==> config.mk <==
export PLATFORM = sky130hd
export DESIGN_NAME = lp805x_sfrbus_port
export DESIGN_NICKNAME = d
export VERILOG_FILES = /design/src/rtl/lp805x_sfrbus_port.sv
export SDC_FILE = /design/constraint.sdc
export NUM_CORES = 1
export LEC_CHECK = 0
export ABC_AREA = 1
export CAP_MARGIN = 20
export CORE_UTILIZATION = 62
export CTS_BUF_LIST = sky130_fd_sc_hd__clkbuf_4 sky130_fd_sc_hd__clkbuf_8
export DETAILED_ROUTE_END_ITERATION = 8
export DONT_BUFFER_PORTS = 1
export PLACE_DENSITY = 0.78
export SYNTH_ARGS = -nofsm -noshare
export SYNTH_HDL_FRONTEND = slang
export SYNTH_SLANG_ARGS = --single-unit
==> constraint.sdc <==
create_clock -name clk -period 4.3 [get_ports clk]
set_clock_uncertainty 0.15 [all_clocks]
set_input_delay 0.645 -clock clk [delete_from_list [all_inputs] [get_ports clk]]
set_output_delay 0.645 -clock clk [all_outputs]
set_load 0.1 [all_outputs]
==> src/rtl/lp805x_sfrbus_port.sv <==
// lp805x_sfrbus_port
// SFR bus port: a one-entry command slot decoded into SFR read/write strobes,
// a response capture register, and a one-entry response slot.
// All handshake flags come straight from registers, so no input reaches them
// through combinational logic.
module lp805x_sfrbus_port (
    input  logic        clk,
    input  logic        rst,

    // command slot
    input  logic [28:0] cmd_bus,
    input  logic        cmd_put,
    output logic        cmd_wrdy,
    input  logic        cmd_get,
    output logic        cmd_rrdy,

    // decoded command
    output logic        wr,
    output logic        rd,
    output logic        wr_bit,
    output logic        rd_bit,
    output logic [7:0]  wr_addr,
    output logic [7:0]  rd_addr,
    output logic [7:0]  data_in,
    output logic        bit_in,

    // response capture
    input  logic [7:0]  rsp_data,
    input  logic        rsp_bit,
    input  logic        rsp_load,
    output logic [8:0]  rsp_bus,

    // response slot
    input  logic        rsp_put,
    output logic        rsp_wrdy,
    input  logic        rsp_get,
    output logic        rsp_rrdy,
    output logic [8:0]  rsp_q
);

    // Command slot state
    logic [28:0] cmd_q;
    logic [28:0] cmd_d;
    logic        cmd_valid_q;
    logic        cmd_valid_d;

    // Response register and response slot state
    logic [8:0]  rsp_bus_q;
    logic [8:0]  rsp_bus_d;
    logic [8:0]  rsp_slot_q;
    logic [8:0]  rsp_slot_d;
    logic        rsp_valid_q;
    logic        rsp_valid_d;

    // Command slot next state: load only when empty; a put while full is
    // dropped even if the same edge pops the slot.
    always_comb begin
        cmd_d       = cmd_q;
        cmd_valid_d = cmd_valid_q;
        if (!cmd_valid_q && cmd_put) begin
            cmd_d       = cmd_bus;
            cmd_valid_d = 1'b1;
        end else if (cmd_valid_q && cmd_get) begin
            cmd_valid_d = 1'b0;
        end
    end

    // Response capture register: holds unless explicitly loaded.
    always_comb begin
        rsp_bus_d = rsp_bus_q;
        if (rsp_load) begin
            rsp_bus_d = {rsp_data, rsp_bit};
        end
    end

    // Response slot next state: same put/get rules as the command slot,
    // sourced from the registered response, so a same-cycle load+put
    // captures the value held before the load.
    always_comb begin
        rsp_slot_d  = rsp_slot_q;
        rsp_valid_d = rsp_valid_q;
        if (!rsp_valid_q && rsp_put) begin
            rsp_slot_d  = rsp_bus_q;
            rsp_valid_d = 1'b1;
        end else if (rsp_valid_q && rsp_get) begin
            rsp_valid_d = 1'b0;
        end
    end

    // State registers with asynchronous clear.
    always_ff @(posedge clk or posedge rst) begin
        if (rst) begin
            cmd_q       <= '0;
            cmd_valid_q <= 1'b0;
            rsp_bus_q   <= '0;
            rsp_slot_q  <= '0;
            rsp_valid_q <= 1'b0;
        end else begin
            cmd_q       <= cmd_d;
            cmd_valid_q <= cmd_valid_d;
            rsp_bus_q   <= rsp_bus_d;
            rsp_slot_q  <= rsp_slot_d;
            rsp_valid_q <= rsp_valid_d;
        end
    end

    // Handshake flags are pure register outputs.
    assign cmd_rrdy = cmd_valid_q;
    assign cmd_wrdy = ~cmd_valid_q;
    assign rsp_rrdy = rsp_valid_q;
    assign rsp_wrdy = ~rsp_valid_q;

    // Strobes are qualified by valid so a popped word issues nothing;
    // address/data fields are left raw from the held word.
    assign wr      = cmd_q[28] & cmd_valid_q;
    assign rd      = cmd_q[27] & cmd_valid_q;
    assign wr_bit  = cmd_q[26] & cmd_valid_q;
    assign rd_bit  = cmd_q[25] & cmd_valid_q;
    assign wr_addr = cmd_q[24:17];
    assign rd_addr = cmd_q[16:9];
    assign data_in = cmd_q[8:1];
    assign bit_in  = cmd_q[0];

    assign rsp_bus = rsp_bus_q;
    assign rsp_q   = rsp_slot_q;

endmodule

# == Word level (Yosys, flattened, before mapping) ==
# Index checks and enable logic that the tools add are counted.
# word_totals
reg_bits,49
input_bits,45
out_inout_bits,51
wordCells,23
# op_classes
n_mux,4
bitwise,6
n_reduce_logical,8
# op_table
op,n
AND 1 bit,4
logical AND 1 bit,4
two-way mux 1 bit,4
nonzero test 2 bit,2
zero test 1 bit,2
inverter 1 bit,2

# == Logic depth before layout (Yosys ltp) ==
# Gate-level depths: netlist (run 1).
# logic_depth
depth_word,3
mapped_depth,5
mapped_depth_nobuf,4

# == Worst setup path after synthesis (run 1) ==
# OpenSTA, ideal clock, no wires.
# synth_path
kind,reg2out
startpoint,register cmd_valid_q (netlist: cmd_rrdy)
endpoint,output port rd
t_arrival_ns,1.698
required_ns,3.505
setup_slack_ns,1.807
path_stages_with_launch,3
n_path_buf,0
cell_sequence,dfrtp_1 -> nand2_1 -> inv_1
# synth_between
elab_chain_len,1
# synth_rtl
item,line_no,rtl
"start, declared",44,logic cmd_valid_q;
"start signal, assigned",100,cmd_valid_q <= cmd_valid_d;
AND 1 bit,116,assign rd = cmd_q[27] & cmd_valid_q;
"end, declared",19,"output logic rd,"
# No other way between the ends.

# == Worst setup path in the final report (run 1) ==
# layout_path
startpoint,register cmd_valid_q (netlist: cmd_rrdy)
endpoint,output port rd_bit
# layout_between
elab_chain_len,1
# layout_rtl
item,line_no,rtl
AND 1 bit,118,assign rd_bit = cmd_q[25] & cmd_valid_q;
"end, declared",21,"output logic rd_bit,"
# No other way between the ends.

==> results of run 1 <==
==> cells in the mapped netlist <==
cell and count:
nand2_1 90, clkbuf_1 1, o21ai_1 1, nand2_2 1
buf_4 29, nand3_1 38, dfrtp_1 49, inv_1 15
inv_2 1, clkbuf_2 1, buf_2 6, o21ai_0 10
==> how the worst min path moves through the flow <==
stage	startpoint	end	slack, ps
after floorplan	cmd_q[25]	cmd_q[25]	290
after global placement	cmd_q[27]	cmd_q[27]	310
final	rsp_load	rsp_bus[0]	220
after CTS	rsp_load	rsp_bus[0]	200
after global routing	rsp_load	rsp_bus[0]	180
after detailed placement	cmd_q[27]	cmd_q[27]	310
==> metrics by stage <==
step	util [%]	instance area (um^2)	power, mW	worst slack, ps	hold WS, ps
after detailed placement	61.9	1950	1.37	1700	310
after global placement	61.9	1950	1.36	1730	307
after global routing	64.0	2020	1.63	1170	178
final	64.0	2020	1.57	1320	217
after floorplan	-	2130	1.41	1810	292
after CTS	63.7	2010	1.57	1290	204
==> routing by layer <==
layer	up-vias	GRT usage, %
li1	682	-
met1	665	24.3
met2	70	37.4
met3	6	7.25
met4	0	10.4
met5	-	0
==> power breakdown <==
group          switching, mW  internal (mW)  leakage, nW
Combinational          0.157         0.0492        0.474
Sequential             0.627          0.531        0.604
Clock                  0.135         0.0689       0.0354
==> logic make-up after synthesis <==
kind of cell	Yosys count
and+or+nand+nor	129
AOI/OAI and AO/OA	11
buffers and inverters	53
DFF	49
==> state kept, by name (all words and copies together), names as in the netlist <==
register	flops
cmd_q	29
cmd_rrdy	1
rsp_bus	9
rsp_q	9
rsp_rrdy	1
==> cell type report <==
cell class	instances	area (um^2)	area share, %
clock buffer	6	45.0	2.23
clock inverter	2	10.0	0.496
timing repair buffer	4	33.8	1.67
multi-input combinational	140	589	29.2
sequential	49	1230	60.7
tap	44	55.1	2.73
inverter	16	60.1	2.97
==> qor.yml, run 1 <==
cp_slowest_cell: "dfrtp_1"
first_iter_violations: 109
dr.pass1.iters: 4
worstHoldPathType: "input pin to flip-flop"
cts_setup_buffers: 0
synth_area_leader_cell: "dfrtp_1"
path_cells: "nand2_1, inv_1"
regToRegStartpoint: "cmd_rrdy"
drive_gt1_share_pct: 6.91
grt_pass1_vias: 1368
htreeDepth: 2
endpoint: "rd_bit"
whs_path_depth: 1
port_buffers: 0
fmax_mhz: 336
grt_use_total_pct: 21.7
dieHeight_um: 60.6
grt-ovfl-total: 0
ys_warn_count: 0
dr_wl_met2_um: 1850
instances_no_fill: 261
nets: 261
post_cts_resized: 0
cts_hold_buf: 0
cts_sinks: 49
placed_cells: 252
clk_latency_ps: 350
cp.required_ps: 3500
io_pins: 96
gp_congestion: 0.649
crit_type: "flip-flop to output pin"
ant_nets: 0
cp_num_buf_inv: 1
synth_top_family_by_area: "simple AND/OR/NAND/NOR gates"
drc: 0
synth.avg_cell_area_um2: 8.81
setup-tns-final_ps: 0
wl_met1_um: 1480
maxSlewViolCount: 0
critPathLaunchType: "flip-flop"
crit_family: "flip-flops"
cp-end-kind: "output pin"
grt_setup_unrepaired: "false"
synth.area.top_cells: "dfrtp_1 58%, nand2_1 16%, buf_4 10%"
ys_seq_area_share_pct: 57.5
max_slew.worst_pin.slew_ps: 1040
crit_cells: 2
r2r_cells: 5
ys_ff_latch: 49
status: "completed"
vias_per_cell: 5.45
crit_path_start: "cmd_rrdy"
vias: 1423
initial_utilization_pct: 67.6
core.rowCount: 20
yosys.area_share.simple_pct: 25.1
synth_fp_nets: 287
finalHoldViolCount: 0
cts_made_buffers: 5
syn-instance-count: 242
slowest_delay_ps: 1050
cts_tree: "done"
peakVddDrop_v: 0.000387
grt_max_degree: 50
diodes: 0
rrSetupSlack_ps: 2070
route.met3.wl_um: 301
fin_crit_sh_pct: 69.2
cap_violations: 0
power.density_nw_per_um2: 776
power.leakage_nw: 1.11
synth.top_cell.area_share_pct: 57.5
crit_fanout: 6
fillerInstances: 281
die_w_um: 60.6
muxShareOfSynthArea_pct: 0
drt-total-wl_um: 3660
synth_xor_area_share_pct: 0
final_cell_mix: "90 x nand2_1, 49 x dfrtp_1, 38 x nand3_1, 14 x inv_1, 10 x o21ai_0"
grt_pass1_wl_um: 5790
clk_pin_slew_ps: 130
core_area_um2: 3150
min_period_ps: 2980
dieArea_um2: 3680
synthToLayoutAreaGrowth_pct: -5.28
setup_viol: 0
synth-adder-area-share_pct: 0
antenna_found_initial: 0
synth-compound-area-share_pct: 2.58
root_buffer: "clkbuf_4"
highest_layer: "met4"
reg2reg_to: "cmd_q[17]"
clockBufferDepth: 2
layout_commonest_cell: "nand2_1"
syn_area_um2: 2130
critPathArrivalTime_ps: 2180
place_hpwl_um: 2620
wl_per_cell_um: 14.0
slew_headroom_pct: 30.4
synth_cell_type_count: 12
Note: power is estimated with default switching activity, not from simulation.
==> inputs of run 2 (changes only) <==
==> constraint.sdc (replaced) <==
create_clock -name clk -period 2.9 [get_ports clk]
set_clock_uncertainty 0.15 [all_clocks]
set_input_delay 0.435 -clock clk [delete_from_list [all_inputs] [get_ports clk]]
set_output_delay 0.435 -clock clk [all_outputs]
set_load 0.1 [all_outputs]
==> qor.yml, run 2 (synthesis gave the netlist of run 1 again) <==
cts_made_buffers: 5
critPathArrivalTime_ps: 1550
diodes: 0
first_iter_violations: 92
io_pins: 96
core_area_um2: 3150
core.rowCount: 20
nets: 269
cts_setup_buffers: 0
intPower_mw: 1.10
fillerInstances: 263
slew_headroom_pct: 37.2
cp-end-kind: "output pin"
finalHoldViolCount: 0
root_buffer: "clkbuf_4"
cts_sinks: 49
final_cell_mix: "90 x nand2_1, 49 x dfrtp_1, 38 x nand3_1, 14 x inv_1, 10 x o21ai_0"
grt-ovfl-total: 0
clk_pin_slew_ps: 130
max_slew.worst_pin.slew_ps: 941
cap_violations: 0
power.density_nw_per_um2: 1150
wl_per_cell_um: 14.3
largest_reg_flops: 29
placed_cells: 258
pwr-share-seq_pct: 69.1
grt_max_degree: 50
initial_utilization_pct: 67.6
switchingPower_mw: 1.36
comb_power_share_pct: 14.2
peakVddDrop_v: 0.000632
maxSlewViolCount: 0
htreeDepth: 2
wl_met1_um: 1460
clockBufferDepth: 2
p_sw_share_pct: 55.4
synthToLayoutAreaGrowth_pct: 0.704
dr.pass1.iters: 4
fmax_mhz: 468
dieHeight_um: 60.6
cts_tree: "done"
crit_fanout: 31
cts_hold_buf: 0
vias_per_cell: 5.30
gp_congestion: 0.656
fin_crit_sh_pct: 73.7
drc: 0
instances_no_fill: 269
ant_nets: 0
pwr-share-clk_pct: 16.7
die_w_um: 60.6
status: "completed"
place_hpwl_um: 2750
clk_latency_ps: 350
grt_pass1_wl_um: 5890
critPathLaunchType: "flip-flop"
place_area_um2: 2010
grt_use_total_pct: 22.0
worstHoldPathType: "input pin to flip-flop"
setup_viol: 0
final_area_um2: 2150
power.leakage_nw: 1.18
cp.required_ps: 2320
min_period_ps: 2140
highest_layer: "met4"
dieArea_um2: 3680
port_buffers: 0
route.met3.wl_um: 317
grt_setup_unrepaired: "false"
drt-total-wl_um: 3840
antenna_found_initial: 0
vias: 1426
layout_commonest_cell: "nand2_1"
crit_type: "flip-flop to output pin"
hold_slack_ps: 28.4
grt_pass1_vias: 1371
setup-tns-final_ps: 0
post_cts_resized: 0
drive_gt1_share_pct: 9.33
top_register: "cmd_q"
dr_wl_met2_um: 1980
[run 2: critical path, cell delays in order, from the launching register on]
cell and delay (ps):
dfrtp_1 380, buf_4 240, inv_2 90, buf_4 470
[run 2: per-stage QoR]
| stage | power, mW | setup slack, ps | util (%) |
|---|---|---|---|
| floorplan | 2.10 | 617 | - |
| global placement | 2.04 | 1190 | 63.8 |
| detailed placement | 2.06 | 1170 | 63.8 |
| CTS | 2.47 | 761 | 66.6 |
| global route | 2.56 | 701 | 68.1 |
| finish | 2.46 | 762 | 68.1 |
[run 2: power groups by stage]
stage | combinational (mW) | sequential (mW) | clock, mW
after floorplan | 0.886 | 1.21 | 0
after global placement | 0.330 | 1.71 | 0
after detailed placement | 0.347 | 1.71 | 0
after CTS | 0.347 | 1.70 | 0.421
after global routing | 0.389 | 1.72 | 0.450
final | 0.350 | 1.70 | 0.410
[run 2: final timing paths]
path                           start         end  slack [ps]  cells past startpoint
min in group asynchronous        rst   cmd_q[27]         430                      2
hold reg to reg            cmd_q[26]   cmd_q[26]         350                      2
setup reg to reg            cmd_rrdy    cmd_q[7]        1220                      5
max in group asynchronous        rst  rsp_bus[8]        1670                      3
setup / recovery            cmd_rrdy    cmd_wrdy         760                      3
hold / removal              rsp_load  rsp_bus[2]          30                      1
[run 2: area by class of cell]
class | count | area [um^2] | share of cell area (%)
timing repair buffer | 12 | 128 | 5.94
multi-input combinational | 140 | 589 | 27.4
inverter | 16 | 60.1 | 2.80
clock buffer | 7 | 58.8 | 2.74
tap | 44 | 55.1 | 2.56
clock inverter | 1 | 30.0 | 1.40
sequential | 49 | 1230 | 57.1
[run 2: routing by layer]
| layer | up-vias | global-route usage [%] |
|---|---|---|
| li1 | 691 | - |
| met5 | - | 0 |
| met1 | 653 | 24.1 |
| met4 | 0 | 9.09 |
| met2 | 74 | 39.1 |
| met3 | 8 | 7.46 |
